File: src/rtl/morse_decoder.sv
// morse_decoder
// Receive side of the Morse letter link. A single key/light level is
// synchronised, each mark and space is timed in units of COUNT_VAL clocks,
// marks are classified as dot or dash, and up to four symbols are collected
// per letter. When a space reaches GAP_UNITS units, the collected pattern is
// decoded to the 3-bit A..H letter code used by the transmitter's switches.
//
// Optional build macro: MORSE_DEC_GLITCH_FILTER_EN
//   defined   - a mark shorter than one unit is discarded. The FSM goes back
//               to IDLE when no symbols are held, otherwise to SPACE with a
//               fresh space count.
//   undefined - a mark shorter than one unit is classified as a dot.
//
// Output protocol: ltr_valid is a one-cycle strobe with no ready/back-pressure.
// ltr_code and ltr_err are valid while ltr_valid is high. ltr_code holds its
// value until the next strobe, so a slow consumer may also read it late.
// The FSM state is held in 'state' (type state_t), and busy mirrors state != IDLE.

module morse_decoder #(
  parameter int COUNT_VAL  = 9,
  parameter int CNT_W      = 25,
  parameter int DASH_UNITS = 2,
  parameter int GAP_UNITS  = 3
) (
  input  logic       clk,
  input  logic       reset_n,
  input  logic       key_in,
  output logic       ltr_valid,
  output logic [2:0] ltr_code,
  output logic       ltr_err,
  output logic [2:0] sym_len,
  output logic       busy
);

  typedef enum logic [1:0] {
    IDLE   = 2'd0,
    MARK   = 2'd1,
    SPACE  = 2'd2,
    DECODE = 2'd3
  } state_t;

  localparam logic [CNT_W-1:0] TICK_VAL = CNT_W'(COUNT_VAL - 1);
  localparam logic [2:0]       DASH_U   = 3'(DASH_UNITS);
  localparam logic [2:0]       GAP_LAST = 3'(GAP_UNITS - 1);
  localparam logic [2:0]       UNITS_MAX = 3'd7;
  localparam logic [2:0]       SYM_MAX  = 3'd4;

  state_t           state;
  logic             key_meta;
  logic             key_s;
  logic             key_d;
  logic [CNT_W-1:0] presc;
  logic [2:0]       units;
  logic [3:0]       sym_bits;
  logic             overflow;

  logic             rise;
  logic             fall;
  logic             timing;
  logic             tick;
  logic [2:0]       units_sat_inc;
  logic [2:0]       units_eff;
  logic             is_dash;
  logic             is_glitch;
  logic [3:0]       sym_bits_nxt;
  logic [2:0]       sym_len_nxt;
  logic             overflow_nxt;
  logic [2:0]       dec_code;
  logic             dec_err;

  // Two-flop synchroniser for the asynchronous key, plus a delay flop for edges
  always_ff @(posedge clk or negedge reset_n) begin
    if (!reset_n) begin
      key_meta <= 1'b0;
      key_s    <= 1'b0;
      key_d    <= 1'b0;
    end else begin
      key_meta <= key_in;
      key_s    <= key_meta;
      key_d    <= key_s;
    end
  end

  assign rise = key_s & ~key_d;
  assign fall = ~key_s & key_d;

  // Unit timing: the prescaler only runs while a mark or space is being timed
  always_comb begin
    timing        = (state == MARK) || (state == SPACE);
    tick          = timing && (presc == TICK_VAL);
    units_sat_inc = (units == UNITS_MAX) ? UNITS_MAX : units + 3'd1;
    // The unit completing on this very cycle counts toward the mark length,
    // so a mark of k*COUNT_VAL clocks is seen as exactly k units.
    units_eff     = tick ? units_sat_inc : units;
    is_dash       = (units_eff >= DASH_U);
    is_glitch     = (units_eff == 3'd0);
  end

  // Symbol accumulation: shift the new symbol in, or flag overflow past four
  always_comb begin
    sym_bits_nxt = sym_bits;
    sym_len_nxt  = sym_len;
    overflow_nxt = overflow;
    if (sym_len >= SYM_MAX) begin
      overflow_nxt = 1'b1;
    end else begin
      sym_bits_nxt = {sym_bits[2:0], is_dash};
      sym_len_nxt  = sym_len + 3'd1;
    end
  end

  // Letter lookup on (symbol count, symbol bits); 1 = dash, latest in bit 0
  always_comb begin
    dec_code = 3'b000;
    dec_err  = 1'b0;
    if (overflow) begin
      dec_err = 1'b1;
    end else begin
      case ({sym_len, sym_bits})
        {3'd2, 4'b0001}: dec_code = 3'd0; // A .-
        {3'd4, 4'b1000}: dec_code = 3'd1; // B -...
        {3'd4, 4'b1010}: dec_code = 3'd2; // C -.-.
        {3'd3, 4'b0100}: dec_code = 3'd3; // D -..
        {3'd1, 4'b0000}: dec_code = 3'd4; // E .
        {3'd4, 4'b0010}: dec_code = 3'd5; // F ..-.
        {3'd3, 4'b0110}: dec_code = 3'd6; // G --.
        {3'd4, 4'b0000}: dec_code = 3'd7; // H ....
        default:         dec_err  = 1'b1;
      endcase
    end
  end

  // Main FSM: state, unit timers, symbol register and registered letter outputs
  always_ff @(posedge clk or negedge reset_n) begin
    if (!reset_n) begin
      state     <= IDLE;
      presc     <= '0;
      units     <= 3'd0;
      sym_bits  <= 4'd0;
      sym_len   <= 3'd0;
      overflow  <= 1'b0;
      ltr_valid <= 1'b0;
      ltr_code  <= 3'd0;
      ltr_err   <= 1'b0;
    end else begin
      ltr_valid <= 1'b0;

      if (timing) begin
        if (tick) begin
          presc <= '0;
          units <= units_sat_inc;
        end else begin
          presc <= presc + 1'b1;
        end
      end

      case (state)
        IDLE: begin
          if (rise) begin
            state <= MARK;
            presc <= '0;
            units <= 3'd0;
          end
        end

        MARK: begin
          if (fall) begin
            presc <= '0;
            units <= 3'd0;
`ifdef MORSE_DEC_GLITCH_FILTER_EN
            if (is_glitch) begin
              // Sub-unit pulse: drop it; resume timing the space if a letter is open
              state <= (sym_len == 3'd0) ? IDLE : SPACE;
            end else begin
              state    <= SPACE;
              sym_bits <= sym_bits_nxt;
              sym_len  <= sym_len_nxt;
              overflow <= overflow_nxt;
            end
`else
            state    <= SPACE;
            sym_bits <= sym_bits_nxt;
            sym_len  <= sym_len_nxt;
            overflow <= overflow_nxt;
`endif
          end
        end

        SPACE: begin
          // A new mark takes priority over the gap expiring on the same cycle
          if (rise) begin
            state <= MARK;
            presc <= '0;
            units <= 3'd0;
          end else if (tick && (units == GAP_LAST)) begin
            state <= DECODE;
          end
        end

        DECODE: begin
          ltr_valid <= 1'b1;
          ltr_code  <= dec_code;
          ltr_err   <= dec_err;
          sym_bits  <= 4'd0;
          sym_len   <= 3'd0;
          overflow  <= 1'b0;
          presc     <= '0;
          units     <= 3'd0;
          state     <= rise ? MARK : IDLE;
        end

        default: state <= IDLE;
      endcase
    end
  end

`ifndef MORSE_DEC_GLITCH_FILTER_EN
  // Without the filter a sub-unit mark is simply a dot; is_glitch is unused.
  logic unused_glitch;
  assign unused_glitch = is_glitch;
`endif

  assign busy = (state != IDLE);

endmodule

File: config.mk
export PLATFORM = sky130hd
export DESIGN_NAME = morse_decoder
export DESIGN_NICKNAME = d
export VERILOG_FILES = /design/src/rtl/morse_decoder.sv
export SDC_FILE = /design/constraint.sdc
export NUM_CORES = 1
export LEC_CHECK = 0
export BUFFER_PORTS_ARGS = -buffer_cell sky130_fd_sc_hd__buf_4
export CAP_MARGIN = 0
export CORE_MARGIN = 8
export CORE_UTILIZATION = 35
export DETAILED_ROUTE_END_ITERATION = 10
export GPL_ROUTABILITY_DRIVEN = 1
export GPL_TIMING_DRIVEN = 0
export PLACE_DENSITY_LB_ADDON = 0.25
export SLEW_MARGIN = 30
export SYNTH_ARGS = -nofsm -noshare
export SYNTH_HDL_FRONTEND = slang
export SYNTH_SLANG_ARGS = --single-unit
File: constraint.sdc
create_clock -name clk -period 5.1 [get_ports clk]
set_clock_uncertainty 0.05 [all_clocks]
set_input_delay 1.53 -clock clk [delete_from_list [all_inputs] [get_ports clk]]
set_output_delay 1.53 -clock clk [all_outputs]
set_load 0.03 [all_outputs]
==> flow_metrics.py <==
metrics = {
    "timing": {
        "fin_crit_sh": 0.560,
        "max-slew-margin-rel": 0.611,
        "fmax_mhz": 350,
        "hold_violations": 0,
        "hold_ws_ns": 0.308,
        "rsz0062_at_grt": "false",
        "setup_tns_ns": 0,
        "max_slew.worst_pin.slew_ns": 0.583,
        "period_needed_ns": 2.85,
        "setup_violations": 0,
        "slew_viol_final": 0,
    },
    "worst_setup_path": {
        "crit_type": "reg -> out",
        "crit_required_ns": 3.52,
        "reg2regPathDepth": 8,
        "arrival_ns": 1.27,
        "critPathLaunchType": "register",
        "crit_path_max_fanout": 4,
        "endpoint_kind": "output port",
    },
    "routing": {
        "vias_per_cell": 4.95,
        "drtPass1Iterations": 4,
        "detail_route.wl_per_cell_um": 12.7,
        "drc": 0,
        "wl_mm": 4.86,
        "vias": 1890,
        "ant_nets": 0,
        "drt_iter0_drc": 32,
    },
    "logic_synthesis": {
        "yosys_warnings": 0,
        "async_flop_share": 1.00,
        "synth_cell_types": 41,
        "synth_fp_nets": 281,
        "synthCells": 265,
        "yosysTopAreaCellShare": 0.455,
        "ys.flop_type": "dfrtp_1",
        "synth.most_common_cell": "dfrtp_1",
        "synth_area_per_cell_um2": 9.54,
        "yosys_register_bits": 46,
        "yosysTopAreaCell": "dfrtp_1",
        "synthTopCellsByArea": "dfrtp_1 46%, ha_1 6.4%, nor2_1 5.6%",
        "netlist_area_um2": 2530,
        "synth_edf_count": 0,
        "yosys-top-cells-count": "46 x dfrtp_1, 38 x nor2_1, 19 x nand2_1",
        "synth-seq-area-share": 0.455,
    },
    "power_and_ir_drop": {
        "combinationalPowerShare": 0.434,
        "powerDensity_nw_per_um2": 421,
        "cellInternalPower_w": 0.000708,
        "peakVddDrop_uv": 160,
        "power_frac_seq": 0.387,
        "power.clock.fraction": 0.178,
        "p_leak_nw": 1.19,
        "power_switching_w": 0.000474,
        "p_sw_frac": 0.401,
    },
    "clock_tree": {
        "tritoncts": "built",
        "htree_num_levels": 2,
        "clk_path_buf_depth": 2,
        "cts.sinks": 46,
        "holdBufCountCts": 0,
        "post-cts-setup-buffers": 0,
        "clock_tree.root_cell": "clkbuf_8",
        "cts_resized": 0,
        "clkTransAtPathRegs_ns": 0.08,
        "clock_latency_ns": 0.29,
        "numCtsBuffers": 5,
    },
    "place": {
        "place.gp.congestion": 0.833,
        "dp_hpwl_mm": 3.58,
        "dpl-instance-area_um2": 2740,
        "place.port_buffers": 11,
    },
    "global_route": {
        "overflow": 0,
        "grt_antenna_before_repair": 0,
        "grt_pass1_wl_mm": 8.89,
        "grt_pass1_vias": 1956,
        "grt_usage": 0.108,
        "grt_max_degree": 47,
    },
    "flow_run": {
        "cap_viol_max_count": 0,
    },
    "finish": {
        "drive_above_1_share": 0.0883,
        "finish.instance_area_um2": 2810,
        "syn_to_final_growth_pct": 11.2,
        "utilization": 0.394,
        "diodes": 0,
        "layout.nets": 299,
    },
    "floorplan": {
        "num_rows": 31,
        "die_h_um": 101,
        "dieArea_um2": 10200,
        "initial_core_util": 0.354,
        "design.core.area_um2": 7140,
        "die_w_um": 101,
        "ios": 12,
    },
    "run_status": {
        "status": "finished clean",
    },
    "hold_path": {
        "hp-class": "reg -> reg",
        "whs_path_depth": 0,
    },
}
kinds of logic after synthesis:
kind of cell,Yosys count,share of synthesized area
buf+inv,22,0.0430
simple gates,122,0.257
fa+ha+maj,13,0.0643
compound gates,37,0.0930
mux,1,0.00396
xor+xnor,24,0.0831
flops,46,0.455
power by group through the flow:
stage / clock network (W) / registers [W] / logic, W
4_1_cts: 0.000221 / 0.000459 / 0.000529
2_1_floorplan: 0 / 0.000508 / 0.000327
6_report: 0.000211 / 0.000458 / 0.000514
3_5_place_dp: 0 / 0.000467 / 0.000524
5_1_grt: 0.000238 / 0.000466 / 0.000585
3_3_place_gp: 0 / 0.000465 / 0.000525
sequential cells by signal, indices dropped and copies added (netlist names):
signal / flops
key_d: 1
key_meta: 1
key_s: 1
ltr_code: 3
ltr_err: 1
ltr_valid: 1
overflow: 1
presc: 25
state: 2
sym_bits: 4
sym_len: 3
units: 3
final timing paths:
check / from / to / slack, ns
max: state[1] / busy / 2.25
max reg2reg: state[1] / state[0] / 2.89
min in group asynchronous: reset_n / presc[6] / 1.18
min reg2reg: key_meta / key_s / 0.31
max in group asynchronous: reset_n / presc[1] / 3.41
min: key_meta / key_s / 0.31
critical path, stage by stage, from the launching register on:
cell     delay, ns
dfrtp_1       0.42
inv_1         0.12
ha_1          0.21
inv_1         0.07
buf_4         0.17
layout make-up:
class	count	area, um2
Timing Repair Buffer	11	82.6
Fill cell	736	4330
Buffer	8	56.3
Multi-Input combinational cell	197	1270
Inverter	14	52.6
Sequential cell	46	1150
Clock buffer	7	76.3
Tap cell	99	124
metal layers:
metal / vias to the layer above / part of all wire / track usage
met4: 0 / 0.014 / 0.0332
met1: 908 / 0.46 / 0.123
met2: 22 / 0.49 / 0.192
li1: 954 / - / -
met3: 6 / 0.036 / 0.0262
met5: - / 0 / 0
per-stage QoR:
step           total power [W]  instances  setup slack, ns
2_1_floorplan         0.000835        265             2.66
3_3_place_gp          0.000990        375             2.55
6_report               0.00118        382             2.25
5_1_grt                0.00129        382             2.14
4_1_cts                0.00121        382             2.22
3_5_place_dp          0.000991        375             2.54
cell usage in the layout, fill, tap and decap left out, types with 3 or more instances in the layout:
| cell type | count |
|---|---|
| dfrtp_1 | 46 |
| nor2_1 | 38 |
| nand2_1 | 19 |
| inv_1 | 14 |
| ha_1 | 13 |
| buf_4 | 12 |
| nand3_1 | 12 |
| xor2_1 | 12 |
| xnor2_1 | 12 |
| nand4_1 | 10 |
| o21ai_0 | 9 |
| nand2b_1 | 8 |
| a21oi_1 | 8 |
| clkbuf_1 | 6 |
| nor3_1 | 5 |
| and3_1 | 5 |
| o22ai_1 | 5 |
| clkbuf_8 | 5 |
| nor4_1 | 4 |
| and4_1 | 4 |
| a31oi_1 | 4 |
| nor3b_1 | 4 |
| buf_6 | 3 |
No activity file was read; power rests on OpenSTA's default activity.
